$ cat src/rtl/debounce_pkg.sv
// Shared constants and width helpers for the debounce bank.
package debounce_pkg;

    localparam int MIN_DEBOUNCE_LIMIT = 2;
    localparam int MIN_SYNC_STAGES    = 2;

    // Stability counter only has to reach limit-1.
    function automatic int cnt_width(input int limit);
        return (limit < 2) ? 1 : $clog2(limit);
    endfunction

    // Hold counter saturates at limit, so it must hold the value itself.
    function automatic int hold_width(input int limit);
        return (limit < 1) ? 1 : $clog2(limit + 1);
    endfunction

endpackage

$ cat src/rtl/debounce_channel.sv
// One debounce channel: synchroniser, stability counter, edge pulses and,
// when DEBOUNCE_HOLD_EN is defined, a long-press hold counter.
module debounce_channel
    import debounce_pkg::*;
#(
    parameter int   DEBOUNCE_LIMIT = 20,
    parameter int   SYNC_STAGES    = 2,
    parameter int   HOLD_LIMIT     = 1000,
    parameter logic INIT_STATE     = 1'b0
) (
    input  logic i_Clk,
    input  logic i_Rst,
    input  logic i_Bouncy,
    output logic o_Debounced,
    output logic o_Rise,
    output logic o_Fall,
    output logic o_Held
);

    localparam int            CW       = cnt_width(DEBOUNCE_LIMIT);
    localparam logic [CW-1:0] CNT_LAST = CW'(DEBOUNCE_LIMIT - 1);

    if (HOLD_LIMIT < 1) begin : g_bad_hold
        $error("debounce_channel: HOLD_LIMIT must be >= 1");
    end

    logic [SYNC_STAGES-1:0] sync_q, sync_d;
    logic [CW-1:0]          cnt_q, cnt_d;
    logic                   state_q, state_d;
    logic                   prev_q, prev_d;
    logic                   rise_q, rise_d;
    logic                   fall_q, fall_d;
    logic                   sync;

    assign sync = sync_q[SYNC_STAGES-1];

    always_comb begin
        sync_d  = {sync_q[SYNC_STAGES-2:0], i_Bouncy};
        state_d = state_q;
        cnt_d   = cnt_q;
        prev_d  = state_q;
        // Any agreeing sample restarts the count; a full run of disagreement flips state.
        if (sync == state_q) begin
            cnt_d = '0;
        end else if (cnt_q == CNT_LAST) begin
            state_d = sync;
            cnt_d   = '0;
        end else begin
            cnt_d = cnt_q + 1'b1;
        end
        rise_d = state_q & ~prev_q;
        fall_d = ~state_q & prev_q;
    end

    always_ff @(posedge i_Clk or posedge i_Rst) begin
        if (i_Rst) begin
            sync_q  <= {SYNC_STAGES{INIT_STATE}};
            cnt_q   <= '0;
            state_q <= INIT_STATE;
            prev_q  <= INIT_STATE;
            rise_q  <= 1'b0;
            fall_q  <= 1'b0;
        end else begin
            sync_q  <= sync_d;
            cnt_q   <= cnt_d;
            state_q <= state_d;
            prev_q  <= prev_d;
            rise_q  <= rise_d;
            fall_q  <= fall_d;
        end
    end

    assign o_Debounced = state_q;
    assign o_Rise      = rise_q;
    assign o_Fall      = fall_q;

`ifdef DEBOUNCE_HOLD_EN
    localparam int            HW       = hold_width(HOLD_LIMIT);
    localparam logic [HW-1:0] HOLD_MAX = HW'(HOLD_LIMIT);

    logic [HW-1:0] hold_q, hold_d;
    logic          hit_q, hit_d;
    logic          held_q, held_d;

    always_comb begin
        hold_d = '0;
        if (state_q) begin
            hold_d = (hold_q == HOLD_MAX) ? hold_q : hold_q + 1'b1;
        end
        // Pulse on the first cycle the saturated value is seen.
        hit_d  = (hold_q == HOLD_MAX);
        held_d = hit_d & ~hit_q;
    end

    always_ff @(posedge i_Clk or posedge i_Rst) begin
        if (i_Rst) begin
            hold_q <= '0;
            hit_q  <= 1'b0;
            held_q <= 1'b0;
        end else begin
            hold_q <= hold_d;
            hit_q  <= hit_d;
            held_q <= held_d;
        end
    end

    assign o_Held = held_q;
`else
    assign o_Held = 1'b0;
`endif

endmodule

$ cat src/rtl/debounce_bank.sv
// NUM_CH independent debounce channels. Long-press detection is built only
// when DEBOUNCE_HOLD_EN is defined; otherwise o_Held is tied low.
module debounce_bank
    import debounce_pkg::*;
#(
    parameter int                NUM_CH         = 4,
    parameter int                DEBOUNCE_LIMIT = 20,
    parameter int                SYNC_STAGES    = 2,
    parameter logic [NUM_CH-1:0] INIT_STATE     = '0,
    parameter int                HOLD_LIMIT     = 1000
) (
    input  logic              i_Clk,
    input  logic              i_Rst,
    input  logic [NUM_CH-1:0] i_Bouncy,
    output logic [NUM_CH-1:0] o_Debounced,
    output logic [NUM_CH-1:0] o_Rise,
    output logic [NUM_CH-1:0] o_Fall,
    output logic [NUM_CH-1:0] o_Held
);

    if (DEBOUNCE_LIMIT < MIN_DEBOUNCE_LIMIT) begin : g_bad_limit
        $error("debounce_bank: DEBOUNCE_LIMIT must be >= 2");
    end
    if (SYNC_STAGES < MIN_SYNC_STAGES) begin : g_bad_sync
        $error("debounce_bank: SYNC_STAGES must be >= 2");
    end

    for (genvar n = 0; n < NUM_CH; n++) begin : g_ch
        debounce_channel #(
            .DEBOUNCE_LIMIT (DEBOUNCE_LIMIT),
            .SYNC_STAGES    (SYNC_STAGES),
            .HOLD_LIMIT     (HOLD_LIMIT),
            .INIT_STATE     (INIT_STATE[n])
        ) u_ch (
            .i_Clk       (i_Clk),
            .i_Rst       (i_Rst),
            .i_Bouncy    (i_Bouncy[n]),
            .o_Debounced (o_Debounced[n]),
            .o_Rise      (o_Rise[n]),
            .o_Fall      (o_Fall[n]),
            .o_Held      (o_Held[n])
        );
    end

endmodule

$ cat config.mk
export PLATFORM = sky130hd
export DESIGN_NAME = debounce_bank
export DESIGN_NICKNAME = d
export VERILOG_FILES = /design/src/rtl/debounce_pkg.sv /design/src/rtl/debounce_channel.sv /design/src/rtl/debounce_bank.sv
export SDC_FILE = /design/constraint.sdc
export NUM_CORES = 1
export LEC_CHECK = 0
export BUFFER_PORTS_ARGS = -buffer_cell sky130_fd_sc_hd__buf_4
export CAP_MARGIN = 0
export CORE_ASPECT_RATIO = 1.4
export CORE_UTILIZATION = 56
export DETAILED_ROUTE_END_ITERATION = 8
export GPL_ROUTABILITY_DRIVEN = 0
export PLACE_DENSITY = 0.85
export SYNTH_ARGS = -nofsm -noshare
export SYNTH_HDL_FRONTEND = slang
export SYNTH_SLANG_ARGS = --single-unit
$ cat constraint.sdc
create_clock -name i_Clk -period 1.7 [get_ports i_Clk]
set_clock_uncertainty 0.05 [all_clocks]
set_input_delay 0.17 -clock i_Clk [delete_from_list [all_inputs] [get_ports i_Clk]]
set_output_delay 0.17 -clock i_Clk [all_outputs]
set_load 0.01 [all_outputs]
==> results.json, run 1 <==
{
  "diodes": 0,
  "pin_count": 22,
  "synthToLayoutAreaGrowth_pct": 12.38,
  "cp_slowest_cell": "dfrtp_1",
  "final_common_cell": "dfrtp_1",
  "wirelength_mm": 2.322,
  "ys_warn_count": 0,
  "drtIter0Drc": 9,
  "synth.avg_cell_area_um2": 12.75,
  "min_to": "g_ch[3].u_ch.sync_q[1]",
  "finalNetCount": 166,
  "fmax_mhz": 748.5,
  "grt_usage_pct": 17.24,
  "worstSetupEndpointType": "register",
  "slew_violations": 0,
  "clockBufferDepth": 2,
  "ys_types": 14,
  "yosys.area_share.adder_pct": 2.845,
  "synth-simple-area-share_pct": 13.09,
  "max_stage_delay_ps": 380,
  "cts_buffers": 5,
  "final_area_um2": 1977,
  "finalHoldViolations": 0,
  "htree_levels": 2,
  "ff2ff_path_depth": 4,
  "synth_top_family_by_area": "simple AND/OR/NAND/NOR gates",
  "ctsResizeCount": 0,
  "syn_inst": 138,
  "start_util_pct": 59.93,
  "power_density_nw_per_um2": 924.7,
  "grt_pass1_vias": 947,
  "worstPathCellList": "ha_1, nand2_2, o31ai_2, nor2_1",
  "p_leak_uw": 0.001028,
  "die_w_um": 49.37,
  "synth_seq_area_share_pct": 62.59,
  "vias": 935,
  "cp-start-kind": "register",
  "crit_arrival_ps": 1450,
  "grt_max_degree": 25,
  "nFillCells": 231,
  "hold_depth": 0,
  "place_hpwl_mm": 1.646,
  "wire_per_inst_um": 11.97,
  "crit_family": "flip-flops",
  "drive_above_1_share_pct": 27.39,
  "grt_antenna_before_repair": 0,
  "finalSetupTns_ps": 0,
  "r2r_start": "g_ch[0].u_ch.cnt_q[0]",
  "reg2reg_slack_ps": 360,
  "antenna_left": 0,
  "io_buffers": 17,
  "required_ps": 1810,
  "grt_overflow": 0,
  "synth_compound_area_share_pct": 2.845,
  "grt_pass1_wl_mm": 3.995,
  "cts_sinks": 44,
  "yosys.area_share.xor_xnor_pct": 7.966,
  "synth-seq-cells": 44,
  "min-delay-start": "g_ch[3].u_ch.sync_q[0]",
  "die_y_um": 68.32,
  "drcViolationCount": 0,
  "first_pass_iters": 3,
  "clk_pin_slew_worst_paths_ps": 80,
  "holdCritPathClass": "reg -> reg",
  "cts-root-buf": "clkbuf_8",
  "ir_drop_mv": 0.7648,
  "dpl_cell_area_um2": 1839,
  "critPathKind": "reg -> reg",
  "critPathBufInv": 0,
  "finalSetupViolCount": 0,
  "clk_latency_ps": 290,
  "maxCapViolCount": 0,
  "reg2reg_to": "g_ch[0].u_ch.cnt_q[4]",
  "synth_mux_area_share_pct": 2.560,
  "syn_area_um2": 1759,
  "num_rows": 23,
  "post-route-min-period_ps": 1336,
  "status": "finished, final reports clean",
  "core_area_um2": 2935,
  "critPathMaxFanout": 5,
  "final_cell_mix": "dfrtp_1, nor2_1, buf_4",
  "grt_setup_unrepaired": "false",
  "dieArea_um2": 3373,
  "via_per_inst": 4.820,
  "finalCritPeriodShare_pct": 78.59,
  "tritoncts": "yes"
}
[routing by layer]
layer	vias to the layer above	wire length (um)	track usage [%]
met3	6	117	8.000
li1	452	-	-
met4	0	52	9.643
met5	-	0	0
met1	455	908	16.92
met2	22	1244	30.14
[cells in the mapped netlist]
cell type / count / area, um2
nor3_2: 4 / 40.04
ha_1: 4 / 50.05
dfrtp_1: 44 / 1101
nor2b_1: 8 / 50.05
buf_4: 16 / 120.1
mux2_2: 4 / 45.04
nand3_1: 8 / 40.04
o31ai_2: 4 / 50.05
xnor2_1: 4 / 35.03
nor2_1: 20 / 75.07
inv_1: 5 / 18.77
conb_1: 1 / 3.750
xor2_1: 12 / 105.1
nand2_2: 4 / 25.02
[where the power goes]
| part | internal [uW] | total [uW] | switching, uW |
|---|---|---|---|
| clock | 286 | 621 | 335 |
| sequential | 1080 | 1110 | 26.9 |
| combinational | 44.6 | 102 | 57.1 |
| total | 1410 | 1830 | 419 |
[cell families after synthesis]
logic type / after synthesis
simple gates: 44
mux: 4
other cells: 1
fa+ha+maj: 4
compound gates: 4
buf+inv: 21
xor+xnor: 16
flops: 44
[state kept, by name (all words and copies together) (netlist names)]
signal,count
g_ch.u_ch.prev_q,4
g_ch.u_ch.sync_q,8
g_ch.u_ch.o_Rise,4
g_ch.u_ch.cnt_q,20
g_ch.u_ch.o_Debounced,4
g_ch.u_ch.o_Fall,4
[metrics by stage]
step | utilization [%] | power (uW) | hold WS (ps) | cells | setup slack (ps)
2_1_floorplan | - | 1195 | 151.4 | 141 | 448.9
3_3_place_gp | 62.66 | 1211 | 180.4 | 181 | 436.9
3_5_place_dp | 62.66 | 1222 | 192.6 | 181 | 358.5
4_1_cts | 67.35 | 1859 | 305.3 | 194 | 343.8
5_1_grt | 67.35 | 1918 | 315.2 | 194 | 239.0
6_report | 67.35 | 1828 | 303.2 | 194 | 364.0
[worst max path at each step]
stage	from	to	slack (ps)	cells past startpoint
5_1_grt	g_ch[1].u_ch.cnt_q[0]	g_ch[1].u_ch.cnt_q[2]	240	4
6_report	g_ch[0].u_ch.cnt_q[0]	g_ch[0].u_ch.cnt_q[4]	360	4
4_1_cts	g_ch[3].u_ch.cnt_q[0]	g_ch[3].u_ch.cnt_q[2]	340	4
2_1_floorplan	i_Rst	g_ch[0].u_ch.cnt_q[0]	450	1
3_3_place_gp	g_ch[2].u_ch.cnt_q[0]	g_ch[2].u_ch.o_Debounced	440	4
3_5_place_dp	g_ch[3].u_ch.cnt_q[0]	g_ch[3].u_ch.cnt_q[2]	360	4
[what timing repair did]
item / in CTS / in global routing
hold endpoints to repair: 48 / 0
hold buffers: 5 / 0
setup buffers: 0 / 0
[layout make-up]
class	instances	area, um2	share of cell area [%]
Tap cell	37	46.29	2.342
Clock buffer	5	68.82	3.481
Sequential cell	44	1101	55.70
Clock inverter	3	18.77	0.9494
Inverter	5	18.77	0.9494
Multi-Input combinational cell	76	530.5	26.84
Timing Repair Buffer	24	192.7	9.747
(Power assumes the default switching activity.)
==> inputs of run 2 (changes only) <==
Settings changed: ABC_AREA set to 1, CORE_UTILIZATION 56 to 51, PLACE_DENSITY 0.85 to 0.82.
Clock period 1.7 ns to 1.1 ns, I/O delays scaled along.
==> run 2 against run 1 <==
The run now ends with negative setup slack left. Die area up 15%. Routed wire length up 25%. Non-clock buffer count up 13. Global-route usage down 0.92 points. Power up 71%. Final cell count up 37%. Sequential cell count unchanged. Synthesized cell count up 41%. Maximum frequency up 21%. Count of clock-buffer cells in the layout up 1. First-iteration DRC count rose to 4.1 times the previous value. Worst setup slack worse by 370 ps. Critical path type unchanged. Critical endpoint is now g_ch[3].u_ch.cnt_q[4].
==> results.json, run 2 <==
{
  "synthTopCellsByCount": "nor2_1, dfrtp_1, inv_1",
  "holdCritPathClass": "reg -> reg",
  "first_pass_iters": 4,
  "yosysTopAreaCellShare_pct": 59.54,
  "clockBufferDepth": 2,
  "final_cells": 266,
  "hold_depth": 0,
  "die_w_um": 52.89,
  "synth_top_area_cell": "dfrtp_1",
  "violations": "negative setup slack",
  "via_per_inst": 4.805,
  "comb_power_share_pct": 7.9,
  "num_rows": 25,
  "pin_count": 22,
  "cp-start-kind": "register",
  "io_buffers": 17,
  "synth.avg_cell_area_um2": 9.532,
  "synthMostInstantiatedCell": "nor2_1",
  "finalSetupViolCount": 1,
  "core_area_um2": 3410,
  "nFillCells": 254,
  "clk_pin_slew_worst_paths_ps": 80,
  "htree_levels": 2,
  "clk_latency_ps": 290,
  "syn_inst": 194,
  "diodes": 0,
  "synthToLayoutAreaGrowth_pct": 26.18,
  "p_int_uw": 2460,
  "cts_buffers": 5,
  "worstSetupEndpointType": "register",
  "synthArstFlopShare_pct": 100.0,
  "critPathKind": "reg -> reg",
  "finalNetCount": 235,
  "ff2ff_path_depth": 6,
  "reg_top3": "g_ch.u_ch.cnt_q x20, g_ch.u_ch.sync_q x8",
  "synth_area_leaders": "dfrtp_1, nor2_1, buf_4, inv_1, nand3_1",
  "grt_overflow": 0,
  "finalHoldViolations": 0,
  "drive_above_1_share_pct": 35.40,
  "finalSetupTns_ps": -2.317,
  "vias": 1278,
  "tritoncts": "yes",
  "grt_pass1_wl_mm": 4.519,
  "grt_max_degree": 45,
  "synth_seq_area_share_pct": 59.54,
  "start_util_pct": 54.24,
  "finalCritPeriodShare_pct": 100.2,
  "antenna_left": 0,
  "whs_ps": 300.6,
  "crit_arrival_ps": 1280,
  "final_common_cell": "dfrtp_1",
  "slew_violations": 0,
  "top_register": "g_ch.u_ch.cnt_q",
  "ys_warn_count": 0,
  "die_y_um": 73.25,
  "grt_setup_unrepaired": "true",
  "post-route-min-period_ps": 1102,
  "place_inst": 245,
  "wire_per_inst_um": 10.88,
  "dieArea_um2": 3874,
  "largest_reg_flops": 20,
  "fmax_mhz": 907.2,
  "clockPowerShare_pct": 37.5,
  "power_density_nw_per_um2": 1338,
  "final.setup.worst_slack_ps": -2.317,
  "reg2reg_to": "g_ch[3].u_ch.cnt_q[4]",
  "reg2reg_slack_ps": -2,
  "min_to": "g_ch[2].u_ch.sync_q[1]",
  "drcViolationCount": 0,
  "power.switching_uw": 661.5,
  "ir_drop_mv": 1.334,
  "drtIter0Drc": 37,
  "maxCapViolCount": 0,
  "place_hpwl_mm": 1.733,
  "synthFlopType": "dfrtp_1",
  "switching_share_pct": 21.19,
  "seq_power_share_pct": 54.7,
  "required_ps": 1270,
  "wirelength_mm": 2.895,
  "r2r_start": "g_ch[3].u_ch.cnt_q[1]",
  "grt_antenna_before_repair": 0,
  "p_leak_uw": 0.001232,
  "critPathMaxFanout": 4,
  "synth-seq-cells": 44,
  "status": "finished with violations",
  "grt_pass1_vias": 1146,
  "min-delay-start": "g_ch[2].u_ch.sync_q[0]",
  "grt_usage_pct": 16.32,
  "syn_area_um2": 1849,
  "ys_types": 12,
  "cts-root-buf": "clkbuf_8",
  "synth_edf_count": 0,
  "final_cell_mix": "dfrtp_1, nor2_1, buf_4",
  "cts_sinks": 44
}
==> run 2: layer usage <==
layer	vias up	wire length [um]	track usage [%]
met3	6	95	5.590
met2	21	1600	27.71
li1	621	-	-
met5	-	0	0
met4	0	57	7.895
met1	630	1142	17.75
==> run 2: repair_timing <==
item,4_1_cts,5_1_grt
hold endpoints to repair,48,0
gates resized for setup,8,32
hold buffers,5,0
pin swaps,3,13
endpoints found under the setup margin,18,25
setup buffers,4,4
==> run 2: area by class of cell <==
cell class,instances,area [um2],share of cell area [%]
clock buffer,6,72.57,3.110
clock inverter,2,35.03,1.501
inverter,29,112.6,4.826
multi-input combinational,108,644.4,27.61
sequential,44,1101,47.19
tap,40,50.05,2.145
timing repair buffer,37,317.8,13.62
==> run 2: how the worst max path moves through the flow <==
stage | start | end | slack [ps] | cells past startpoint
finish | g_ch[3].u_ch.cnt_q[1] | g_ch[3].u_ch.cnt_q[4] | -2 | 6
detailed placement | g_ch[0].u_ch.cnt_q[0] | g_ch[0].u_ch.cnt_q[3] | -40 | 6
CTS | g_ch[2].u_ch.cnt_q[1] | g_ch[2].u_ch.cnt_q[3] | 5 | 6
floorplan | g_ch[0].u_ch.cnt_q[0] | g_ch[0].u_ch.cnt_q[3] | 50 | 6
global route | g_ch[3].u_ch.cnt_q[1] | g_ch[3].u_ch.cnt_q[4] | -60 | 6
global placement | g_ch[3].u_ch.cnt_q[0] | g_ch[3].u_ch.cnt_q[3] | 20 | 6
==> run 2: per-stage QoR <==
stage / cell area (um2) / total power [uW] / setup slack [ps] / util [%]
2_1_floorplan: 1864 / 1858 / 53.00 / -
3_3_place_gp: 1987 / 1906 / 18.65 / 58.28
3_5_place_dp: 1987 / 1916 / -37.17 / 58.28
4_1_cts: 2200 / 3111 / 4.837 / 64.51
5_1_grt: 2333 / 3276 / -55.77 / 68.44
6_report: 2333 / 3122 / -2.317 / 68.44
==> run 2: worst max-delay path, cell delays in order, from the launching register on <==
cell and delay (ps):
dfrtp_1 390, ha_2 210, nand2_1 60, inv_1 40
nand2_2 110, nand3_1 90, nor2_1 100
==> run 2: cells by family after synthesis <==
logic type,Yosys count,share of synthesized area [%]
compound gates,4,1.083
other cells,1,0.2028
fa+ha+maj,4,2.706
buf+inv,45,12.38
simple gates,92,22.19
flops,44,59.54
xor+xnor,4,1.894
==> run 2: power groups by stage <==
stage	clock network, uW	registers [uW]	logic [uW]
after floorplan	0	1730	131
after global placement	0	1730	176
after detailed placement	0	1730	185
after CTS	1210	1700	204
after global routing	1290	1710	275
final	1170	1710	245
